--- src/rtl/lsu_ctrl_if.sv ---
// Data-memory bus between the load/store sequencer (master) and memory (slave).
// Request fields are held stable while busReq is high; busRdata is valid with busAck.
interface lsu_ctrl_if;
  logic        busReq;
  logic        busWe;
  logic [31:0] busAddr;
  logic [31:0] busWdata;
  logic [3:0]  busStrb;
  logic        busAck;
  logic [31:0] busRdata;

  modport master (
    output busReq, busWe, busAddr, busWdata, busStrb,
    input  busAck, busRdata
  );

  modport slave (
    input  busReq, busWe, busAddr, busWdata, busStrb,
    output busAck, busRdata
  );
endinterface

--- src/rtl/lsu_ctrl.sv ---
// Load/store sequencer: one single-word bus transaction per request, with strobes, lane
// replication, load alignment/extension and error detection. Macro LSU_TIMEOUT_EN adds an ack timeout.
module lsu_ctrl #(
  parameter int unsigned TIMEOUT_CYC = 255
) (
  input  logic        clk,
  input  logic        rst_n,
  input  logic        memReq,
  input  logic        memWe,
  input  logic [2:0]  funct3,
  input  logic [31:0] addr,
  input  logic [31:0] wdata,
  output logic        busy,
  output logic        doneValid,
  output logic [31:0] rdata,
  output logic        errValid,
  output logic [1:0]  errCode,
  lsu_ctrl_if.master  bus
);

  typedef enum logic [1:0] {
    IDLE  = 2'b00,
    ISSUE = 2'b01,
    DONE  = 2'b10,
    ERR   = 2'b11
  } state_t;

  if (TIMEOUT_CYC < 1 || TIMEOUT_CYC > 255) begin : g_bad_timeout
    $error("lsu_ctrl: TIMEOUT_CYC must be in 1..255");
  end

  state_t      state_r;
  logic        we_r;
  logic [2:0]  f3_r;
  logic [1:0]  off_r;
  logic        busy_r;
  logic        donevalid_r;
  logic        errvalid_r;
  logic [1:0]  errcode_r;
  logic [31:0] rdata_r;
  logic        breq_r;
  logic        bwe_r;
  logic [31:0] baddr_r;
  logic [31:0] bwdata_r;
  logic [3:0]  bstrb_r;
`ifdef LSU_TIMEOUT_EN
  logic [7:0]  tmo_cnt_r;
`endif

  function automatic logic illegal_f3(input logic we, input logic [2:0] f3);
    logic bad;
    if (we) begin
      bad = !(f3 == 3'b000 || f3 == 3'b001 || f3 == 3'b010);
    end else begin
      bad = (f3 == 3'b011 || f3 == 3'b110 || f3 == 3'b111);
    end
    return bad;
  endfunction

  // Low two funct3 bits give the access width for every legal code.
  function automatic logic misaligned(input logic [2:0] f3, input logic [1:0] off);
    logic mis;
    case (f3[1:0])
      2'b01:   mis = off[0];
      2'b10:   mis = (off != 2'b00);
      default: mis = 1'b0;
    endcase
    return mis;
  endfunction

  function automatic logic [3:0] store_strb(input logic we, input logic [2:0] f3, input logic [1:0] off);
    logic [3:0] s;
    if (!we) begin
      s = 4'b0000;
    end else begin
      case (f3[1:0])
        2'b00:   s = 4'b0001 << off;
        2'b01:   s = 4'b0011 << off;
        default: s = 4'b1111;
      endcase
    end
    return s;
  endfunction

  function automatic logic [31:0] store_lanes(input logic [2:0] f3, input logic [31:0] d);
    logic [31:0] w;
    case (f3[1:0])
      2'b00:   w = {4{d[7:0]}};
      2'b01:   w = {2{d[15:0]}};
      default: w = d;
    endcase
    return w;
  endfunction

  function automatic logic [31:0] load_ext(input logic [2:0] f3, input logic [1:0] off, input logic [31:0] word);
    logic [31:0] s;
    logic [31:0] r;
    s = word >> {off, 3'b000};
    case (f3)
      3'b000:  r = {{24{s[7]}}, s[7:0]};
      3'b100:  r = {24'h000000, s[7:0]};
      3'b001:  r = {{16{s[15]}}, s[15:0]};
      3'b101:  r = {16'h0000, s[15:0]};
      default: r = s;
    endcase
    return r;
  endfunction

  // Sequencer state and every registered output.
  always_ff @(posedge clk or negedge rst_n) begin
    if (!rst_n) begin
      state_r     <= IDLE;
      we_r        <= 1'b0;
      f3_r        <= 3'b000;
      off_r       <= 2'b00;
      busy_r      <= 1'b0;
      donevalid_r <= 1'b0;
      errvalid_r  <= 1'b0;
      errcode_r   <= 2'b00;
      rdata_r     <= 32'h0000_0000;
      breq_r      <= 1'b0;
      bwe_r       <= 1'b0;
      baddr_r     <= 32'h0000_0000;
      bwdata_r    <= 32'h0000_0000;
      bstrb_r     <= 4'b0000;
`ifdef LSU_TIMEOUT_EN
      tmo_cnt_r   <= 8'd0;
`endif
    end else begin
      case (state_r)
        IDLE: begin
          if (memReq) begin
            we_r     <= memWe;
            f3_r     <= funct3;
            off_r    <= addr[1:0];
            baddr_r  <= {addr[31:2], 2'b00};
            bwdata_r <= store_lanes(funct3, wdata);
            bstrb_r  <= store_strb(memWe, funct3, addr[1:0]);
            busy_r   <= 1'b1;
            // Illegal width wins over misalignment; neither touches the bus.
            if (illegal_f3(memWe, funct3)) begin
              state_r    <= ERR;
              errvalid_r <= 1'b1;
              errcode_r  <= 2'b10;
            end else if (misaligned(funct3, addr[1:0])) begin
              state_r    <= ERR;
              errvalid_r <= 1'b1;
              errcode_r  <= 2'b01;
            end else begin
              state_r    <= ISSUE;
              breq_r     <= 1'b1;
              bwe_r      <= memWe;
`ifdef LSU_TIMEOUT_EN
              tmo_cnt_r  <= 8'd0;
`endif
            end
          end
        end
        ISSUE: begin
          if (bus.busAck) begin
            state_r     <= DONE;
            breq_r      <= 1'b0;
            bwe_r       <= 1'b0;
            donevalid_r <= 1'b1;
            if (!we_r) begin
              rdata_r <= load_ext(f3_r, off_r, bus.busRdata);
            end
          end else begin
`ifdef LSU_TIMEOUT_EN
            if (tmo_cnt_r == 8'(TIMEOUT_CYC - 1)) begin
              state_r    <= ERR;
              breq_r     <= 1'b0;
              bwe_r      <= 1'b0;
              errvalid_r <= 1'b1;
              errcode_r  <= 2'b11;
            end else begin
              tmo_cnt_r  <= tmo_cnt_r + 8'd1;
            end
`endif
          end
        end
        DONE: begin
          donevalid_r <= 1'b0;
          busy_r      <= 1'b0;
          state_r     <= IDLE;
        end
        ERR: begin
          errvalid_r <= 1'b0;
          busy_r     <= 1'b0;
          state_r    <= IDLE;
        end
        default: begin
          state_r     <= IDLE;
          busy_r      <= 1'b0;
          breq_r      <= 1'b0;
          bwe_r       <= 1'b0;
          donevalid_r <= 1'b0;
          errvalid_r  <= 1'b0;
        end
      endcase
    end
  end

  assign busy         = busy_r;
  assign doneValid    = donevalid_r;
  assign rdata        = rdata_r;
  assign errValid     = errvalid_r;
  assign errCode      = errcode_r;
  assign bus.busReq   = breq_r;
  assign bus.busWe    = bwe_r;
  assign bus.busAddr  = baddr_r;
  assign bus.busWdata = bwdata_r;
  assign bus.busStrb  = bstrb_r;

endmodule

--- src/flat_wrapper.sv ---
// flat-port wrapper written by rule: the top's interface ports become plain ports
module lsu_ctrl_flat 
#(
  parameter int unsigned TIMEOUT_CYC = 255
)
  (clk, rst_n, memReq, memWe, funct3, addr, wdata, busy, doneValid, rdata, errValid, errCode, bus_busReq, bus_busWe, bus_busAddr, bus_busWdata, bus_busStrb, bus_busAck, bus_busRdata);
  lsu_ctrl_if bus_i ();
  input  logic clk;
  input  logic rst_n;
  input  logic memReq;
  input  logic memWe;
  input  logic [2:0] funct3;
  input  logic [31:0] addr;
  input  logic [31:0] wdata;
  output logic busy;
  output logic doneValid;
  output logic [31:0] rdata;
  output logic errValid;
  output logic [1:0] errCode;
  output wire logic [$bits(bus_i.busReq)-1:0] bus_busReq;
  output wire logic [$bits(bus_i.busWe)-1:0] bus_busWe;
  output wire logic [$bits(bus_i.busAddr)-1:0] bus_busAddr;
  output wire logic [$bits(bus_i.busWdata)-1:0] bus_busWdata;
  output wire logic [$bits(bus_i.busStrb)-1:0] bus_busStrb;
  input wire logic [$bits(bus_i.busAck)-1:0] bus_busAck;
  input wire logic [$bits(bus_i.busRdata)-1:0] bus_busRdata;
  assign bus_busReq = bus_i.busReq;
  assign bus_busWe = bus_i.busWe;
  assign bus_busAddr = bus_i.busAddr;
  assign bus_busWdata = bus_i.busWdata;
  assign bus_busStrb = bus_i.busStrb;
  assign bus_i.busAck = bus_busAck;
  assign bus_i.busRdata = bus_busRdata;
  lsu_ctrl #(.TIMEOUT_CYC(TIMEOUT_CYC)) u_core (.clk(clk), .rst_n(rst_n), .memReq(memReq), .memWe(memWe), .funct3(funct3), .addr(addr), .wdata(wdata), .busy(busy), .doneValid(doneValid), .rdata(rdata), .errValid(errValid), .errCode(errCode), .bus(bus_i));
endmodule
--- config.mk ---
export PLATFORM = sky130hd
export DESIGN_NAME = lsu_ctrl_flat
export DESIGN_NICKNAME = d
export VERILOG_FILES = /design/src/rtl/lsu_ctrl_if.sv /design/src/rtl/lsu_ctrl.sv /design/src/flat_wrapper.sv
export SDC_FILE = /design/constraint.sdc
export NUM_CORES = 1
export LEC_CHECK = 0
export CAP_MARGIN = 30
export CORE_ASPECT_RATIO = 0.5
export CORE_MARGIN = 2
export CORE_UTILIZATION = 49
export CTS_BUF_LIST = sky130_fd_sc_hd__clkbuf_4
export DETAILED_ROUTE_END_ITERATION = 10
export GPL_TIMING_DRIVEN = 0
export PLACE_DENSITY = 0.86
export SYNTH_ARGS = -nofsm -noshare
export SYNTH_HDL_FRONTEND = slang
export SYNTH_SLANG_ARGS = --single-unit
export TNS_END_PERCENT = 100
--- constraint.sdc ---
create_clock -name clk -period 2.75 [get_ports clk]
set_input_delay 0.4125 -clock clk [delete_from_list [all_inputs] [get_ports clk]]
set_output_delay 0.4125 -clock clk [all_outputs]
set_load 0.02 [all_outputs]
Word-level counts from Yosys, hierarchy flattened

Index checks and enable logic that the tools add are counted.

Bits in registers: 113
Input bits: 104
Output and inout bits: 107

Equality and inequality tests: 18
Shifts and indexed selects: 3
Multiplexer cells: 35
Bitwise logic cells: 1
Reductions and logical operators: 24

Operator list:

| kind                                                 | count |
|---|---|
| case mux 32 bit (4 select lines)                     | 1 |
| case mux 32 bit (2 select lines)                     | 1 |
| >> shifter 32 x 5 -> 32 bit                          | 1 |
| two-way mux 1 bit                                    | 18 |
| equality test 3 bit (second input constant)          | 4 |
| two-way mux 2 bit                                    | 6 |
| case mux 1 bit (2 select lines)                      | 6 |
| nonzero test 2 bit                                   | 6 |
| AND reduction 3 bit                                  | 3 |
| inequality test 2 bit (second input constant)        | 4 |
| case mux 4 bit (2 select lines)                      | 1 |
| AND reduction 2 bit                                  | 4 |
| equality test 2 bit (second input constant)          | 3 |
| equality test 3 x 1 -> 1 bit (second input constant) | 2 |
| equality test 3 x 2 -> 1 bit (second input constant) | 2 |
| logical NOT 3 bit                                    | 2 |
| case mux 2 bit (3 select lines)                      | 1 |
| AND reduction 5 bit                                  | 1 |
| equality test 2 x 1 -> 1 bit (second input constant) | 2 |
| logical NOT 2 bit                                    | 2 |
| logical OR 1 bit                                     | 4 |
| two-way mux 4 bit                                    | 1 |
| left shift 1 x 2 -> 4 bit (first input constant)     | 1 |
| left shift 2 x 2 -> 4 bit (first input constant)     | 1 |
| 4 further kinds                                      | 4 |

Depth between registers and ports, before layout

Gate-level depths: netlist (run 1).

Depth in word-level cells: 14
Mapped depth: 8
Depth with buffers taken out: 6

Worst setup path before layout (run 1)

Ideal clock, no wire load.

Kind: reg-to-reg
Start: reg u_core.state_r[1]
End: reg u_core.rdata_r[10], in the netlist u_core.rdata[10]
Arrival time: 1,690 ps
Path slack: 916 ps
Stages on the path, launching flop included: 8
Clock period less this slack: 1,834 ps
Cells stage by stage: dfrtp_1 -> inv_1 -> ha_1 -> inv_2 -> or3_1 -> clkbuf_1 -> a21oi_1 -> a21oi_1

Cells in the longest elaborated chain, start to end: 2

RTL lines:

| what                          | line            | RTL |
|---|---|---|
| start: declaration            | lsu_ctrl.sv:32  | `state_t state_r;` |
| start signal: assignment      | lsu_ctrl.sv:112 | `state_r <= IDLE;` |
| start signal: assignment      | lsu_ctrl.sv:142 | `state_r <= ERR;` |
| start signal: assignment      | lsu_ctrl.sv:146 | `state_r <= ERR;` |
| equality test 2 x 1 -> 1 bit  | lsu_ctrl.sv:130 | `case (state_r)` |
| AND reduction 3 bit (no line) | --              |  |
| end signal: assignment        | lsu_ctrl.sv:166 | `rdata_r <= load_ext(f3_r, off_r, bus.busRdata);` |
| end: declaration              | lsu_ctrl.sv:40  | `logic [31:0] rdata_r;` |

No other way between the ends.
A chain may end at the register's enable or synchronous reset.

Worst setup path in the final report (run 1)

Start: reg u_core.state_r[1]
End: reg u_core.rdata_r[13], in the netlist u_core.rdata[13]

The elaborated chain is that of the path after synthesis.

==> flow_metrics.py, run 1 <==
metrics = {
    "status": {
        "status": "finished, final reports clean",
    },
    "yosys": {
        "yosysSeqAreaShare_pct": 52.4,
        "synth.cell_area_mm2": 0.00540,
        "synthFlopType": "dfrtp_1",
        "synth_cell_type_count": 45,
        "syn_area_per_cell_um2": 8.98,
        "synthArstFlopShare_pct": 100,
        "yosysWarnings": 0,
        "synth_edf_count": 0,
        "synth_cells": 601,
        "synth_seq_cells": 113,
    },
    "min_path": {
        "hp-start": "addr[6]",
        "hold_depth": 3,
        "hold_path_class": "in -> reg",
        "holdPathEnd": "u_core.bus.busAddr[6]",
    },
    "timing": {
        "layout_min_cycle_time_ps": 2290,
        "rsz0062_at_grt": "no",
        "clock.fmax_mhz": 437,
        "post-route-period-util_pct": 83.1,
        "finalSetupViolCount": 0,
        "tightestPinTransition_ps": 691,
        "maxSlewViolCount": 0,
        "hold_viol_final": 0,
        "final.setup.tns_ps": 0,
        "skew_ps": 25.8,
        "holdWs_ps": 391,
        "relSlewSlack_pct": 53.9,
    },
    "routing": {
        "wirelength_mm": 16.5,
        "vias": 5298,
        "wire_per_inst_um": 16.7,
        "drt_iter0_drc": 357,
        "viasPerCell": 5.36,
        "drtPass1Iterations": 5,
        "drcViolationCount": 0,
        "ant_nets": 0,
    },
    "placement": {
        "place.gp.congestion": 0.849,
        "placed_cells": 956,
        "io_buffers": 208,
        "postPlaceCellArea_mm2": 0.00769,
        "dp_hpwl_mm": 12.3,
    },
    "critical_path": {
        "crit_top_cell": "a21oi_1",
        "crit_chain": "inv_1, ha_1, inv_2, or3_1, clkbuf_1, a21oi_1, a21oi_1",
        "crit_path_end_kind": "flip-flop",
        "critPathSlowestCell": "a21oi_1",
        "worstPathMaxFanout": 8,
        "crit_family": "compound AO/OA/AOI/OAI gates",
        "critPathMaxStageDelay_ps": 530,
        "worstSetupStartpointType": "flip-flop",
        "r2r_slack_ps": 460,
        "r2r_end": "u_core.rdata[13]",
        "required_ps": 3140,
        "r2r_start": "u_core.state_r[1]",
        "crit_type": "reg -> reg",
        "r2r_cells": 7,
        "worst-path-buf-inv": 3,
        "crit_arrival_ps": 2670,
    },
    "finish": {
        "stdcell_area_mm2": 0.00799,
        "nNetsFinal": 944,
        "finalNonFillerCells": 989,
        "diodes": 0,
        "final_cell_mix": "clkdlybuf4s50_1, nand2_1, dfrtp_1, nor2_1, a21oi_1",
        "final_common_cell": "clkdlybuf4s50_1",
        "drive_gt1_share_pct": 8.06,
        "fillers": 798,
        "area_growth_pct": 48.0,
    },
    "clocking": {
        "clock-sinks": 113,
        "postCtsSetupBuffers": 0,
        "cts_buffer_depth": 2,
        "cts_resized": 0,
        "cts_buffers": 17,
        "cts_hold_buf": 1,
        "path_clk_slew_ps": 110,
        "root_buffer": "clkbuf_4",
        "htree_levels": 4,
        "cts_tree": "built",
        "clk_latency_ps": 540,
    },
    "die": {
        "io_pins": 211,
        "rows": 27,
        "die_height_um": 78.2,
        "core_mm2": 0.0109,
        "die_area_mm2": 0.0119,
        "fp.dieW_um": 152,
        "start_util_pct": 49.6,
    },
    "power_and_ir_drop": {
        "peakVddDrop_v": 0.000608,
        "p_leak_nw": 3.58,
        "power_density_mw_per_mm2": 1160,
    },
    "global_routing": {
        "grtUsageTotal_pct": 28.1,
        "grt_pass1_vias": 5180,
        "grt_max_degree": 63,
        "overflow": 0,
        "grt_pass1_wl_mm": 26.4,
        "antenna_found_initial": 0,
    },
    "run": {
        "max_cap_violations": 0,
    },
}
area by class of cell:
class / count / area [um^2] / share of cell area (%)
sequential: 113 / 2830 / 35.4
multi-input combinational: 440 / 2350 / 29.4
timing repair buffer: 210 / 2120 / 26.5
buffer: 40 / 189 / 2.36
tap: 145 / 181 / 2.27
clock buffer: 20 / 150 / 1.88
clock inverter: 12 / 141 / 1.77
inverter: 9 / 33.8 / 0.423
worst register-to-register path, stage by stage (launching register included):
cell and delay (ps):
dfrtp_1 410, inv_1 150, ha_1 320, inv_2 90
or3_1 370, clkbuf_1 140, a21oi_1 530, a21oi_1 150
registers in the layout (all words and copies together) (netlist names), 2 cells and up:
| register | cells |
|---|---|
| u_core.f3_r | 3 |
| u_core.bus.busAddr | 30 |
| u_core.bus.busStrb | 4 |
| u_core.rdata | 32 |
| u_core.errCode | 2 |
| u_core.off_r | 2 |
| u_core.state_r | 2 |
| u_core.bus.busWdata | 32 |
cell usage after synthesis, types with 6 or more instances:
cell type | n | share of area [%]
a31oi_1 | 9 | 1.0
nor2b_1 | 6 | 0.70
clkbuf_1 | 24 | 1.7
a21oi_2 | 10 | 1.6
buf_2 | 7 | 0.65
a221oi_1 | 8 | 1.3
mux2_2 | 8 | 1.7
a22oi_1 | 8 | 1.1
a21oi_1 | 41 | 3.8
mux2i_1 | 26 | 4.8
inv_1 | 7 | 0.49
o21ai_1 | 18 | 1.7
o21ai_0 | 23 | 2.1
ha_1 | 9 | 2.1
and2_1 | 8 | 0.93
nor2_1 | 74 | 5.1
dfrtp_1 | 113 | 52
nand2_1 | 163 | 11
through the flow:
| stage | total power [mW] | utilization [%] | setup slack, ps |
|---|---|---|---|
| detailed placement | 8.00 | 70.7 | 97.6 |
| CTS | 9.31 | 73.5 | 504 |
| global route | 9.86 | 73.5 | 301 |
| floorplan | 5.68 | - | 916 |
| finish | 9.30 | 73.5 | 464 |
| global placement | 7.86 | 70.5 | -3080 |
routing by layer:
metal / part of all wire (%) / vias up / wire (um) / GRT usage, %
li1: - / 2481 / - / -
met1: 43 / 2564 / 7100 / 35.9
met2: 48 / 215 / 8000 / 47.6
met3: 6.6 / 38 / 1100 / 6.29
met4: 2.0 / 0 / 335 / 10.6
met5: 0 / - / 0 / 0
where the power goes:
part | leakage, nW | internal (mW) | switching [mW]
combinational | 2.06 | 2.26 | 2.77
sequential | 1.36 | 2.47 | 0.487
clock | 0.158 | 0.649 | 0.658
kinds of logic (layout without fill, tap and decap cells):
| group | after synthesis | in the layout | synth area share (%) |
|---|---|---|---|
| AND/OR/NAND/NOR | 264 | 264 | 19.8 |
| flip-flops | 113 | 113 | 52.4 |
| other | 1 | 2 | 0.0695 |
| multiplexers | 36 | 36 | 6.91 |
| buffers and inverters | 49 | 291 | 4.13 |
| adder cells (fa/ha/maj) | 9 | 9 | 2.09 |
| AO/OA/AOI/OAI | 129 | 129 | 14.6 |
worst max-delay path by stage:
stage	from	end	slack, ps	cells past startpoint
floorplan	u_core.state_r[1]	u_core.rdata[10]	920	7
global placement	rst_n	u_core.bus.busWdata[8]	-3080	1
detailed placement	funct3[0]	u_core.errValid	100	8
CTS	u_core.state_r[1]	u_core.rdata[15]	500	7
global route	u_core.state_r[1]	u_core.rdata[15]	300	7
finish	u_core.state_r[1]	u_core.rdata[13]	460	7
Power figures use the tool's default switching activity.
==> run 2, diff against run 1 <==
Settings changed: CORE_UTILIZATION 49 to 41, PLACE_DENSITY 0.86 to 0.76.
Clock period 2.75 ns to 2.1 ns, I/O delays scaled along.
==> run 2 against run 1 <==
Wire length grew 0.98%. Utilization shrank 11 points. Clock skew shrank 6.4 ps. Die area grew 19%. Sequential share of layout area shrank 0.099 points. Global-route usage shrank 3.7 points.
==> flow_metrics.py, run 2 (same netlist as run 1, synthesis figures left out) <==
metrics = {
    "timing": {
        "relSlewSlack_pct": 64.5,
        "tightestPinTransition_ps": 532,
        "skew_ps": 19.4,
        "post-route-period-util_pct": 93.5,
        "layout_min_cycle_time_ps": 1960,
        "clock.fmax_mhz": 509,
        "hold_viol_final": 0,
        "finalSetupViolCount": 0,
        "maxSlewViolCount": 0,
        "rsz0062_at_grt": "yes",
        "final.setup.tns_ps": 0,
    },
    "finish": {
        "area_growth_pct": 48.5,
        "drive_gt1_share_pct": 9.50,
        "fillers": 1114,
        "seq_area_mm2": 0.00283,
        "finalNonFillerCells": 1012,
        "final_common_cell": "clkdlybuf4s50_1",
        "nNetsFinal": 942,
        "final_cell_mix": "clkdlybuf4s50_1, nand2_1, dfrtp_1, nor2_1, a21oi_1",
        "multiInputGateArea_mm2": 0.00236,
        "diodes": 0,
    },
    "clocking": {
        "clock-sinks": 113,
        "cts_buffer_depth": 2,
        "cts_buffers": 17,
        "clk_latency_ps": 510,
        "cts_tree": "built",
        "root_buffer": "clkbuf_4",
        "path_clk_slew_ps": 110,
        "htree_levels": 4,
        "postCtsSetupBuffers": 0,
    },
    "routing": {
        "viasPerCell": 5.09,
        "wirelength_mm": 16.7,
        "wire_per_inst_um": 16.5,
        "drcViolationCount": 0,
        "vias": 5156,
        "drt_iter0_drc": 371,
        "drtPass1Iterations": 5,
        "ant_nets": 0,
    },
    "status": {
        "status": "finished, final reports clean",
    },
    "critical_path": {
        "worstSetupStartpointType": "flip-flop",
        "required_ps": 2500,
        "startpoint": "u_core.state_r[1]",
        "r2r_start": "u_core.state_r[1]",
        "crit_path_end_kind": "flip-flop",
        "worstPathMaxFanout": 10,
        "crit_arrival_ps": 2370,
        "crit_type": "reg -> reg",
    },
    "die": {
        "die_height_um": 85.1,
        "rows": 29,
        "core_mm2": 0.0128,
        "die_area_mm2": 0.0142,
        "io_pins": 211,
        "start_util_pct": 42.3,
        "fp.dieW_um": 166,
    },
    "global_routing": {
        "grt_pass1_wl_mm": 27.3,
        "grt_pass1_vias": 5244,
        "grtUsageMet1_pct": 32.4,
        "busiest_layer": "met2",
        "antenna_found_initial": 0,
        "grt_use_met2_pct": 40.1,
        "grt_use_met3_pct": 6.16,
        "overflow": 0,
        "grtUsageTotal_pct": 24.5,
        "grt_max_degree": 100,
    },
    "placement": {
        "place.gp.congestion": 0.886,
        "dp_hpwl_mm": 12.5,
        "placed_cells": 981,
        "io_buffers": 208,
    },
    "power_and_ir_drop": {
        "p_leak_nw": 3.59,
        "peakVddDrop_v": 0.000721,
        "power_density_mw_per_mm2": 1500,
    },
    "min_path": {
        "hold_path_class": "in -> async",
    },
    "run": {
        "max_cap_violations": 0,
    },
}
## run 2: path summary, 6_finish.rpt
kind	endpoint	slack (ps)	cells after the start
worst max-delay path	u_core.rdata[22]	140	8
worst min-delay path	u_core.bus.busWdata[9]	210	2
worst max register to register	u_core.rdata[22]	140	8
worst min register to register	u_core.bus.busAddr[9]	480	2
max in group asynchronous	u_core.bus.busAddr[29]	1150	3
min in group clk	u_core.bus.busAddr[4]	330	3
## run 2: layout make-up
type | instances | share of cell area [%]
buffer | 38 | 2.44
timing repair buffer | 210 | 26.5
clock inverter | 13 | 1.50
tap | 170 | 2.65
multi-input combinational | 440 | 29.5
sequential | 113 | 35.3
inverter | 9 | 0.421
clock buffer | 19 | 1.78
## run 2: per-stage QoR
| step | power, mW | util (%) | hold WS (ps) | instance area [um^2] | setup WS (ps) |
|---|---|---|---|---|---|
| CTS | 12.1 | 62.7 | 154 | 8010 | 22.2 |
| floorplan | 7.44 | - | 19.4 | 5400 | 266 |
| detailed placement | 10.5 | 60.5 | 153 | 7730 | -445 |
| global placement | 10.4 | 60.3 | 457 | 7700 | -3710 |
| global route | 12.9 | 62.8 | 164 | 8020 | -15.3 |
| finish | 12.0 | 62.8 | 209 | 8020 | 137 |
## run 2: routing by layer
metal,wire (um),vias to the layer above
li1,-,2469
met1,7540,2463
met2,7760,192
met3,1020,32
met4,371,0
met5,0,-
## run 2: what timing repair did
action / CTS / global route
hold endpoints to repair: 112 / 0
setup endpoints to repair: 44 / 79
cloned: 0 / 0
resized for setup: 7 / 12
hold buffers: 1 / 0
## run 2: critical path: stages, from the launching register on
cell	delay, ps
dfrtp_1	410
inv_1	130
ha_2	270
inv_2	70
or3_1	360
clkbuf_1	150
clkbuf_2	200
a21oi_1	210
a21oi_2	80
## run 2: power by group
group / switching [mW] / total (mW) / internal (mW) / leakage (nW)
logic: 3.62 / 6.60 / 2.98 / 2.09
registers: 0.635 / 3.87 / 3.23 / 1.36
clock network: 0.855 / 1.57 / 0.711 / 0.143
total: 5.12 / 12.0 / 6.92 / 3.59
